$ cat src/rtl/vga_frame_writer_pkg.sv
// Shared definitions for the VGA frame writer: state encoding, bus geometry
// and the packing of the {pixel, address} write word.
package vga_frame_writer_pkg;

  typedef enum logic [1:0] {
    IDLE,
    SYNC,
    WRITE,
    CLEAR
  } state_t;

  localparam int H_RES_DEF = 640;
  localparam int V_RES_DEF = 480;
  localparam int ADDR_W    = 20;
  localparam int PIX_W     = 4;
  localparam int ADDR_LSB  = 0;
  localparam int DATA_LSB  = 20;
  localparam int WRITE_W   = PIX_W + ADDR_W;

  function automatic logic [WRITE_W-1:0] pack_write(input logic [PIX_W-1:0]  pixel,
                                                    input logic [ADDR_W-1:0] addr);
    logic [WRITE_W-1:0] word;
    word = '0;
    word[DATA_LSB +: PIX_W] = pixel;
    word[ADDR_LSB +: ADDR_W] = addr;
    return word;
  endfunction

endpackage

$ cat src/rtl/vga_raster_counter.sv
// Raster position tracker: x/y with line wrap and a linear address kept
// incrementally alongside, plus a flag for the last pixel of the frame.
module vga_raster_counter
  import vga_frame_writer_pkg::*;
#(
  parameter int H_RES = H_RES_DEF,
  parameter int V_RES = V_RES_DEF
) (
  input  logic              clock,
  input  logic              reset,
  input  logic              enable,
  input  logic              clear,
  input  logic              restart,
  output logic [ADDR_W-1:0] addr,
  output logic              last
);

  localparam int X_W = (H_RES > 1) ? $clog2(H_RES) : 1;
  localparam int Y_W = (V_RES > 1) ? $clog2(V_RES) : 1;

  logic [X_W-1:0] x;
  logic [Y_W-1:0] y;
  logic           x_last;
  logic           y_last;

  assign x_last = (x == X_W'(H_RES - 1));
  assign y_last = (y == Y_W'(V_RES - 1));
  assign last   = x_last & y_last;

  // restart places the counter just past pixel 0 (a frame's SOF beat was just written there)
  always_ff @(posedge clock or negedge reset) begin
    if (!reset) begin
      x    <= '0;
      y    <= '0;
      addr <= '0;
    end else if (clear) begin
      x    <= '0;
      y    <= '0;
      addr <= '0;
    end else if (restart) begin
      x    <= X_W'(1);
      y    <= '0;
      addr <= ADDR_W'(1);
    end else if (enable) begin
      if (x_last) begin
        x <= '0;
        y <= y_last ? '0 : y + 1'b1;
      end else begin
        x <= x + 1'b1;
      end
      addr <= last ? '0 : addr + 1'b1;
    end
  end

endmodule

$ cat src/rtl/vga_frame_writer.sv
// Turns the processed-pixel stream into raster-ordered frame-memory writes,
// and can sweep the whole frame with a constant value.
module vga_frame_writer
  import vga_frame_writer_pkg::*;
#(
  parameter int               H_RES     = H_RES_DEF,
  parameter int               V_RES     = V_RES_DEF,
  parameter logic [PIX_W-1:0] CLEAR_VAL = 4'h0
) (
  input  logic               clock,
  input  logic               reset,
  input  logic               start,
  input  logic               clear,
  input  logic               in_valid,
  output logic               in_ready,
  input  logic [PIX_W-1:0]   in_pixel,
  input  logic               in_sof,
  output logic [WRITE_W-1:0] write_reg,
  output logic               write_en,
  output logic               busy,
  output logic               frame_done,
  output logic               sof_error
);

  state_t             state, state_next;
  logic [WRITE_W-1:0] write_next;
  logic               write_en_next;
  logic               done_next;
  logic               error_next;
  logic               cnt_enable;
  logic               cnt_clear;
  logic               cnt_restart;
  logic [ADDR_W-1:0]  addr;
  logic               last;
  logic               accept;

  vga_raster_counter #(
    .H_RES(H_RES),
    .V_RES(V_RES)
  ) u_raster (
    .clock   (clock),
    .reset   (reset),
    .enable  (cnt_enable),
    .clear   (cnt_clear),
    .restart (cnt_restart),
    .addr    (addr),
    .last    (last)
  );

  assign in_ready = (state == SYNC) || (state == WRITE);
  assign busy     = (state != IDLE);
  assign accept   = in_valid & in_ready;

  always_ff @(posedge clock or negedge reset) begin
    if (!reset) begin
      state      <= IDLE;
      write_reg  <= '0;
      write_en   <= 1'b0;
      frame_done <= 1'b0;
      sof_error  <= 1'b0;
    end else begin
      state      <= state_next;
      write_reg  <= write_next;
      write_en   <= write_en_next;
      frame_done <= done_next;
      sof_error  <= error_next;
    end
  end

  // A SOF beat always lands at address 0; mid-frame it also flags a resync.
  always_comb begin
    state_next    = state;
    write_next    = write_reg;
    write_en_next = 1'b0;
    done_next     = 1'b0;
    error_next    = 1'b0;
    cnt_enable    = 1'b0;
    cnt_clear     = 1'b0;
    cnt_restart   = 1'b0;
    unique case (state)
      IDLE: begin
        if (clear) begin
          state_next = CLEAR;
          cnt_clear  = 1'b1;
        end else if (start) begin
          state_next = SYNC;
          cnt_clear  = 1'b1;
        end
      end
      SYNC: begin
        if (accept && in_sof) begin
          write_next    = pack_write(in_pixel, '0);
          write_en_next = 1'b1;
          cnt_restart   = 1'b1;
          state_next    = WRITE;
        end
      end
      WRITE: begin
        if (accept) begin
          write_en_next = 1'b1;
          if (in_sof && (addr != '0)) begin
            write_next  = pack_write(in_pixel, '0);
            error_next  = 1'b1;
            cnt_restart = 1'b1;
          end else begin
            write_next = pack_write(in_pixel, addr);
            if (last) begin
              done_next  = 1'b1;
              cnt_clear  = 1'b1;
              state_next = IDLE;
            end else begin
              cnt_enable = 1'b1;
            end
          end
        end
      end
      CLEAR: begin
        write_next    = pack_write(CLEAR_VAL, addr);
        write_en_next = 1'b1;
        if (last) begin
          done_next  = 1'b1;
          cnt_clear  = 1'b1;
          state_next = IDLE;
        end else begin
          cnt_enable = 1'b1;
        end
      end
      default: state_next = IDLE;
    endcase
  end

endmodule

$ cat config.mk
export PLATFORM = sky130hd
export DESIGN_NAME = vga_frame_writer
export DESIGN_NICKNAME = d
export VERILOG_FILES = /design/src/rtl/vga_frame_writer_pkg.sv /design/src/rtl/vga_raster_counter.sv /design/src/rtl/vga_frame_writer.sv
export SDC_FILE = /design/constraint.sdc
export NUM_CORES = 1
export LEC_CHECK = 0
export ABC_AREA = 1
export BUFFER_PORTS_ARGS = -buffer_cell sky130_fd_sc_hd__buf_2
export CORE_ASPECT_RATIO = 0.5
export CORE_UTILIZATION = 40
export CTS_CLUSTER_DIAMETER = 50
export CTS_CLUSTER_SIZE = 40
export DETAILED_ROUTE_END_ITERATION = 7
export PLACE_DENSITY = 0.7
export SLEW_MARGIN = 5
export SYNTH_ARGS = -nofsm -noshare
export SYNTH_HDL_FRONTEND = slang
export SYNTH_HIERARCHICAL = 1
export SYNTH_SLANG_ARGS = --single-unit
$ cat constraint.sdc
create_clock -name clock -period 2.6 [get_ports clock]
set_clock_uncertainty 0.15 [all_clocks]
set_input_delay 0.78 -clock clock [delete_from_list [all_inputs] [get_ports clock]]
set_output_delay 0.78 -clock clock [all_outputs]
set_load 0.005 [all_outputs]
* Yosys cells after proc, flatten, opt, wreduce, memory -nomap -nowiden
Cells that the tools add are included.
** Storage, ports and cells
- Register bits after elaboration :: 68
- Input port bits :: 10
- Output and inout port bits :: 29
- Word-level logic and storage cells :: 76
** Operators by class
- Add/subtract/negate cells :: 3
- Eq/ne operators :: 9
- Multiplexer cells :: 42
- Bitwise gates (word level) :: 2
- Reductions and logical operators :: 12
** Operator list (number)
- 20-bit two-way mux :: 5
- 24-bit case mux with 3 select lines :: 1
- 24-bit two-way mux :: 2
- 9-bit two-way mux :: 5
- 10-bit two-way mux :: 4
- 20-bit by 1-bit adder with 20-bit output (second input constant) :: 1
- 20-bit nonzero test :: 1
- 1-bit two-way mux :: 13
- 2-bit two-way mux :: 6
- 10-bit by 1-bit adder with 10-bit output (second input constant) :: 1
- 10-bit equality test (second input constant) :: 1
- 9-bit by 1-bit adder with 9-bit output (second input constant) :: 1
- 9-bit equality test (second input constant) :: 1
- 3-bit nonzero test :: 3
- 2-bit case mux with 4 select lines :: 1
- 1-bit case mux with 2 select lines :: 3
- 1-bit case mux with 3 select lines :: 2
- 2-bit equality test (second input constant) :: 2
- 2-bit != test (second input constant) :: 2
- 4-bit AND reduction :: 1
- 3-bit != test (second input constant) :: 1
- 3-bit AND reduction :: 1
- 1-bit bitwise AND :: 2
- 2-bit by 1-bit equality test with 1-bit output (second input constant) :: 1
- 6 further kinds :: 7

* Logic depth before layout (Yosys ltp)
Gate-level depths: netlist of the first run.
- Depth in word-level cells :: 9
- Mapped depth :: 17
- Gate-level depth less buffers :: 16

* Modules after synthesis
The synthesis of the first run kept the hierarchy.
** By module, submodules not included
- vga_raster_counter :: instances 1, cells each 321, area an instance 2416.1 µm², sequential area each 975.9 µm²
- vga_frame_writer :: instances 1, cells each 176, area an instance 1480.2 µm², sequential area each 725.7 µm²

* Worst setup path before layout of the first run
No wires, ideal clock.
- Kind :: register to register
- Start point :: register u_raster.x[1]
- End point :: register u_raster.addr[16]
- Setup time :: 122 ps
- Data arrival time :: 2354 ps
- Data required time :: 2328 ps
- Slack :: -26 ps
- Cell stages (with the launch flop) :: 16
- Buffers on the path :: 1
- Period minus slack after synthesis :: 2626 ps
- Cell sequence :: dfrtp_1 -> ha_1 -> nand2_1 -> nor2_1 -> nand3_1 -> nor3_1 -> nand3_1 -> a21oi_1 -> nor2_8 -> nand2_2 -> inv_2 -> buf_6 -> nor2_4 -> nand2_1 -> nor3_1 -> nor2_1
** Between the ends
- Longest elaborated chain between the ends :: 7
- Elaborated cells between the ends (all ways) :: 15
- Classes of those cells :: 1 x eq/ne; 12 x mux; 1 x bitwise; 1 x reduce/logical
** RTL lines
- start: declaration :: line vga_raster_counter.sv:21 : logic [X_W-1:0] x;
- start signal: assignment :: line vga_raster_counter.sv:49 : x <= x + 1'b1;
- 10-bit equality test (*) :: line vga_raster_counter.sv:26 : assign x_last = (x == X_W'(H_RES - 1));
- 1-bit bitwise AND (*) :: line vga_raster_counter.sv:28 : assign last = x_last & y_last;
- net last :: line vga_frame_writer.sv:34 : logic last;
- 1-bit two-way mux (*) :: line vga_frame_writer.sv:107, vga_frame_writer.sv:120
- 1-bit two-way mux :: line vga_frame_writer.sv:101 : if (in_sof && (addr != '0)) begin
- 1-bit two-way mux :: line vga_frame_writer.sv:99 : if (accept) begin
- 1-bit case mux with 3 select lines (*) :: line vga_frame_writer.sv:80 : unique case (state)
- net cnt_clear :: line vga_frame_writer.sv:31 : logic cnt_clear;
- 3-bit nonzero test (no line) / 20-bit two-way mux (equally long branches)
- end signal: assignment :: line vga_raster_counter.sv:51 : addr <= last ? '0 : addr + 1'b1;
- end: declaration :: line vga_raster_counter.sv:14 : output logic [ADDR_W-1:0] addr,
Mark *: on every way through the listed nets, which the timed path passes. The rest lies on a longest branch. The select of a mux whose other input is x is not followed.
A chain may end at the register's enable or synchronous reset.

* Worst setup path after layout of the first run
- Start point :: register u_raster.y[1]
- End point :: register u_raster.addr[7]
** Between the ends
- Longest elaborated chain between the ends :: 7
- Elaborated cells between the ends (all ways) :: 15
- Classes of those cells :: 1 x eq/ne; 12 x mux; 1 x bitwise; 1 x reduce/logical
** RTL lines
- start: declaration :: line vga_raster_counter.sv:22 : logic [Y_W-1:0] y;
- start signal: assignment :: line vga_raster_counter.sv:47 : y <= y_last ? '0 : y + 1'b1;
- 9-bit equality test (*) :: line vga_raster_counter.sv:27 : assign y_last = (y == Y_W'(V_RES - 1));
- 1-bit bitwise AND (*) :: line vga_raster_counter.sv:28
- net last :: line vga_frame_writer.sv:34
- 1-bit two-way mux (*) :: line vga_frame_writer.sv:107, vga_frame_writer.sv:120
- 1-bit two-way mux :: line vga_frame_writer.sv:101
- 1-bit two-way mux :: line vga_frame_writer.sv:99
- 1-bit case mux with 3 select lines (*) :: line vga_frame_writer.sv:80
- net cnt_clear :: line vga_frame_writer.sv:31
- 3-bit nonzero test (no line) / 20-bit two-way mux (equally long branches)
Marked as above.

==> summary.md, run 1 <==
| Metric | Value |
|---|---|
| Worst-Skew Late Latency | `330 ps` |
| Die X | `142 um` |
| Initial drt markers | `281` |
| VDD IR max | `0.445 mV` |
| Setup slack, reg-to-reg | `110 ps` |
| Syn_area_per_cell | `7.84 um2` |
| Syn_nets | `515` |
| Comb power frac | `43.2%` |
| Final count of negative-setup-slack endpoints | `0` |
| Netlist cell types | `36` |
| Total Die Area | `0.0102 mm2` |
| Min-Delay Path Class | `primary input to async pin` |
| Cell Rows | `25` |
| Share of cells above drive strength 1 | `26.0%` |
| Setup TNS | `0 ps` |
| Post-synth EDFFs | `0` |
| Final wirelength | `8.89 mm` |
| Clock buffer depth | `2` |
| Via count | `3513` |
| Global route overflow | `0` |
| Count leader, synth | `nand2_1` |
| Net Sw Frac | `38.1%` |
| Worst stage delay on the critical path | `380 ps` |
| CP required | `2680 ps` |
| WP buf/inv | `3` |
| Relative slew slack | `58.0%` |
| Sequential Power Share | `27.6%` |
| Clock-pin slew of the registers on the worst-case setup and hold paths | `60 ps` |
| Gr usage total | `18.4%` |
| Post-synth top area share | `43.7%` |
| Leak | `2.48 nW` |
| Filler Cell Count | `865` |
| Async set or reset register ratio after synthesis | `100%` |
| Post-layout min period | `2490 ps` |
| Vias per cell | `4.86` |
| I/O Pins | `39` |
| Synth Warn # | `6` |
| Startpoint Class | `flip-flop` |
| DR DRC count | `0` |
| Power per Cell Area | `966 mW/mm2` |
| Root buffer cell | `clkbuf_16` |
| Fin. Hold Viols | `0` |
| Chip height | `71.8 um` |
| CTS tree | `done` |
| Synth area leaders | `dfrtp_1 (44%), nand2_1 (9.2%), inv_1 (7.5%), nor2_1 (5.6%), nand3_1 (5.0%)` |
| RR Startpoint | `u_raster/y[1]` |
| First-pass GRT wire length | `14.7 mm` |
| Net Switching | `1.84 mW` |
| RSZ-0062 raised after global routing | `true` |
| Largest register FFs | `24` |
| Dominant synthesized flop cell | `dfrtp_1` |
| Fmax | `402 MHz` |
| Inserted Diodes | `0` |
| Area leader, netlist | `dfrtp_1` |
| R2r endpoint | `u_raster/addr[7]` |
| Outcome | `complete, no violations` |
| Routability cong. | `0.896` |
| Max Slew Vio Count | `0` |
| CP max stage cell | `dfrtp_1` |
| CP Data Arrival Time | `2570 ps` |
| Synth Instances | `497` |
| Initial antenna violation count | `0` |
| Pint | `2.99 mW` |
| CTS Buf Count | `9` |
| Part of the cycle the worst path needs | `95.6%` |
| Flops & latches, synth | `68` |
| Worst reg2reg path depth | `15` |
| Starting density of the core | `41.2%` |
| CP cell instances | `ha_2 > nand2_2 > nor2_4 > nand3_2 > nor3_4 > nand3_2 > a21oi_4 > nor2_8 > nand2_4 > buf_6 > nand4_1 > xor2_1 > inv_1 > nand2_1 > inv_1` |
| Tightest Pin Transition | `630 ps` |
| I/O Buffers | `38` |
| Pre-Repair DR Iteration Count | `5` |
| Max-cap viol count | `0` |
| Final WS setup | `113 ps` |
| Total clock sinks | `68` |
| CP top delay family | `simple AND/OR/NAND/NOR gates` |
| Worst Path Class, Setup | `flip-flop to flip-flop` |
| Dpl hpwl | `6.13 mm` |
| H-tree lvl count | `3` |
| Clock share of power | `29.3%` |
| Critical Path Sink Type | `flip-flop` |
| Seq/Total Area, Yosys | `43.7%` |
| Largest net degree at the start of global routing | `69` |
| Mapped cell area | `0.00390 mm2` |
| Place WS | `-49.2 ps` |
| Core area | `0.00945 mm2` |
| Crit path max fanout | `7` |
| Net count, final | `601` |
| Synth cell count leaders | `nand2_1 (96), inv_1 (78), dfrtp_1 (68), nor2_1 (58), nand3_1 (39)` |
| Number of global-route vias before repair | `3221` |
| Routed Antenna Nets | `0` |
| Layout area overhead | `28.4%` |
| DR WL/cell | `12.3 um` |
[area by class of cell]
cell class / instances / area [um2] / share of cell area, %
clock buffer: 9 / 225 / 4.50
inverter: 80 / 303 / 6.05
tap: 135 / 169 / 3.38
clock inverter: 7 / 124 / 2.48
multi-input combinational: 334 / 1850 / 37.0
sequential: 68 / 1700 / 34.0
timing repair buffer: 90 / 629 / 12.6
[how the worst max path moves through the flow]
stage / start / endpoint / slack (ps) / cells past startpoint
after global placement: in_valid / u_raster/x[9] / 20 / 15
after CTS: state[0] / u_raster/addr[14] / -10 / 15
after detailed placement: in_valid / u_raster/x[9] / -50 / 15
after global routing: u_raster/y[1] / u_raster/addr[7] / -60 / 15
final: u_raster/y[1] / u_raster/addr[7] / 110 / 15
after floorplan: u_raster/x[1] / u_raster/addr[16] / 80 / 15
[metrics by stage]
stage               hold slack (ps)  std cells  util [%]  total power [mW]  instance area [um2]
CTS                             326        716      51.5              4.68                 4870
finish                          308        723      53.0              4.83                 5000
global route                    325        723      53.0              5.15                 5000
detailed placement              348        700      47.7              3.23                 4510
floorplan                       321        497         -              2.68                 3900
global placement                343        700      47.7              3.19                 4510
[power groups by stage]
stage,sequential [mW],combinational [mW],clock [mW]
floorplan,1.37,1.31,0
global placement,1.34,1.85,0
detailed placement,1.35,1.89,0
CTS,1.33,1.91,1.44
global route,1.35,2.31,1.49
finish,1.33,2.09,1.41
[worst reg2reg max path: stages, from the launching register on]
cell     delay (ps)
dfrtp_1         380
ha_2            220
nand2_2          80
nor2_4          130
nand3_2         100
nor3_4          200
nand3_2         130
a21oi_4         240
nor2_8           60
nand2_4         100
buf_6           140
nand4_1         120
xor2_1          200
inv_1            50
nand2_1          50
inv_1            30
[cells by family (layout without fill, tap and decap cells)]
logic type | count (synthesis) | in the layout | synth area share [%]
and+or+nand+nor | 258 | 258 | 32.3
buffers and inverters | 95 | 186 | 11.2
DFF | 68 | 68 | 43.7
AOI/OAI and AO/OA | 61 | 61 | 8.70
adders and majority gates | 8 | 8 | 2.57
xor gates and xnor gates | 7 | 7 | 1.57
[layer usage]
metal	vias up	global-route usage (%)	share of wire, %
met5	-	0	0
met3	12	4.01	4.0
met2	70	30.5	48
met4	0	5.85	1.2
li1	1776	-	-
met1	1655	24.1	47
[layout by cell type, fill, tap and decap left out, drive strengths merged]
cell	count
nand2	101
buf	90
inv	81
dfrtp	68
nor2	68
nand3	44
o21ai	41
nand4	29
a21oi	14
clkbuf	9
ha	8
nand3b	6
xor2	6
nor3	4
bufinv	3
or2	3
nor3b	3
clkinv	2
o21bai	2
o31ai	1
clkinvlp	1
xnor2	1
o221ai	1
o22ai	1
o21a	1
[timing repair]
item | in CTS | in global routing
hold buffers | 0 | 0
pin swaps | 0 | 10
setup endpoints to repair | 11 | 33
setup buffers | 0 | 7
resized for setup | 2 | 25
Power figures use the tool's default switching activity.
==> inputs of run 2 (changes only) <==
Settings changed: CAP_MARGIN from default to 20, MAX_ROUTING_LAYER from default to met4, REMOVE_ABC_BUFFERS from default to 1.
==> summary.md, run 2 (synthesis results as in run 1) <==
| Metric | Value |
|---|---|
| Min Hold Slack | `311 ps (+2.62 ps)` |
| Critical Path Start | `u_raster/x[0]` |
| Outcome | `complete, no violations` |
| Share of cells above drive strength 1 | `28.1% (+2.1 points)` |
| DR DRC count | `0 (unchanged)` |
| Max-cap viol count | `0 (unchanged)` |
| Most common cell after layout, fill and taps aside | `nand2_1` |
| Core area | `0.00945 mm2 (unchanged)` |
| Chip height | `71.8 um (unchanged)` |
| Startpoint Class | `flip-flop` |
| Tightest Pin Transition | `693 ps (+62.9 ps)` |
| First-pass GRT wire length | `14.7 mm (-0.52%)` |
| Clock buffer depth | `2 (unchanged)` |
| Multi-input logic area | `0.00186 mm2 (+0.41%)` |
| Fin. Hold Viols | `0 (unchanged)` |
| Critical Path Sink Type | `flip-flop` |
| Setup TNS | `0 ps (unchanged)` |
| Largest net degree at the start of global routing | `69 (unchanged)` |
| Filler Cell Count | `911 (+5.3%)` |
| Worst Path Class, Setup | `flip-flop to flip-flop` |
| Fmax | `395 MHz (-1.7%)` |
| Gr usage total | `19.2% (+0.82 points)` |
| VDD IR max | `0.481 mV (+8.0%)` |
| Part of the cycle the worst path needs | `97.3% (+1.7 points)` |
| Leak | `2.55 nW (+2.6%)` |
| Initial drt markers | `179 (-36%)` |
| Global route overflow | `0 (unchanged)` |
| RR Startpoint | `u_raster/x[0]` |
| Die X | `142 um (unchanged)` |
| Layout area overhead | `30.7%` |
| Cell Rows | `25 (unchanged)` |
| Pre-Repair DR Iteration Count | `4 (-1)` |
| Cell count after placement | `705 (+0.71%)` |
| Total clock sinks | `68 (unchanged)` |
| Routability cong. | `0.923 (+3.1%)` |
| CTS tree | `done` |
| Placed instance area | `0.00454 mm2 (+0.75%)` |
| RSZ-0062 raised after global routing | `true` |
| Largest register FFs | `24 (unchanged)` |
| I/O Pins | `39 (unchanged)` |
| Total Die Area | `0.0102 mm2 (unchanged)` |
| Final std cells w/o fill | `737 (+1.9%)` |
| H-tree lvl count | `3 (unchanged)` |
| Number of global-route vias before repair | `3239 (+0.56%)` |
| Inserted Diodes | `0 (unchanged)` |
| CP required | `2680 ps (about the same)` |
| Net count, final | `615 (+2.3%)` |
| Vias per cell | `4.78 (-1.6%)` |
| Dpl hpwl | `6.15 mm (+0.26%)` |
| Power per Cell Area | `964 mW/mm2 (-0.19%)` |
| Routed Antenna Nets | `0 (unchanged)` |
| Final count of negative-setup-slack endpoints | `0 (unchanged)` |
| Final wirelength | `9.09 mm (+2.3%)` |
| Commonest non-fill, non-tap cells in the layout | `nand2_1 (93), inv_1 (76), dfrtp_1 (68), buf_4 (60), nor2_1 (53)` |
| Starting density of the core | `41.2% (unchanged)` |
| CP Data Arrival Time | `2610 ps (+40 ps)` |
| Crit path max fanout | `7 (unchanged)` |
| FF/Latch Area | `0.00170 mm2 (unchanged)` |
| Root buffer cell | `clkbuf_16` |
| Worst-Skew Late Latency | `340 ps (about the same)` |
| CTS Buf Count | `9 (unchanged)` |
| Via count | `3523 (+0.28%)` |
| Min-Delay Path Class | `primary input to async pin` |
| Initial antenna violation count | `0 (unchanged)` |
| Finished Core Util | `53.9% (+0.94 points)` |
| Design Area, Final | `0.00509 mm2 (+1.8%)` |
| Relative slew slack | `53.8% (-4.2 points)` |
| I/O Buffers | `38 (unchanged)` |
| Max Slew Vio Count | `0 (unchanged)` |
| DR WL/cell | `12.3 um (+0.31%)` |
| Clock-pin slew of the registers on the worst-case setup and hold paths | `60 ps (about the same)` |
| Post-layout min period | `2530 ps (+43.2 ps)` |
run 2: per-layer routing:
| metal | GRT usage [%] | vias to the layer above | share of wire [%] |
|---|---|---|---|
| li1 | - | 1798 | - |
| met1 | 23.7 | 1636 | 47 |
| met2 | 30.4 | 71 | 46 |
| met3 | 4.88 | 18 | 5.2 |
| met4 | 7.53 | 0 | 1.9 |
| met5 | - | - | 0 |
run 2: final cells by class:
| type | count | area share, % |
|---|---|---|
| inverters | 80 | 5.95 |
| clock buffers | 10 | 4.69 |
| clock inverters | 6 | 1.70 |
| well taps | 135 | 3.32 |
| repair buffers | 104 | 14.4 |
| flip-flops and latches | 68 | 33.4 |
| multi-input cells | 334 | 36.5 |
run 2: path summary, 6_finish.rpt:
| check | to | slack, ps | depth (start not counted) |
|---|---|---|---|
| max | u_raster/addr[19] | 70 | 16 |
| min | write_reg[18] | 310 | 2 |
| max reg2reg | u_raster/addr[19] | 70 | 16 |
| min reg2reg | write_reg[10] | 360 | 2 |
| max in group asynchronous | u_raster/y[5] | 1700 | 2 |
| min in group clock | write_reg[10] | 360 | 2 |
run 2: critical path, cell delays in order (launching register included):
cell     delay [ps]
dfrtp_1         350
ha_2            200
nand2_2          90
nor2_4          140
nand3_2         120
nor3_4          170
nand3_2         100
a21oi_2         170
buf_6           140
nor2_8           50
nand2_4         120
buf_6           150
nand3_2          80
nor2_2          140
nand4_1         110
nand2_1         100
nor2_2           30
run 2: repair_timing:
item,4_1_cts,5_1_grt
endpoints found under the setup margin,29,37
pin swaps,0,12
hold buffers,0,0
gates resized for setup,3,25
setup buffers,0,16
run 2: per-stage QoR:
| stage | setup slack, ps | power [mW] |
|---|---|---|
| final | 70.2 | 4.91 |
| after global routing | -103 | 5.22 |
| after CTS | -44.5 | 4.66 |
| after detailed placement | -160 | 3.31 |
| after global placement | -20.1 | 3.26 |
| after floorplan | -524 | 2.42 |
run 2: power breakdown:
group	internal, mW	switching [mW]
combinational	0.950	1.32
clock	0.864	0.454
sequential	1.22	0.0999
total	3.04	1.87
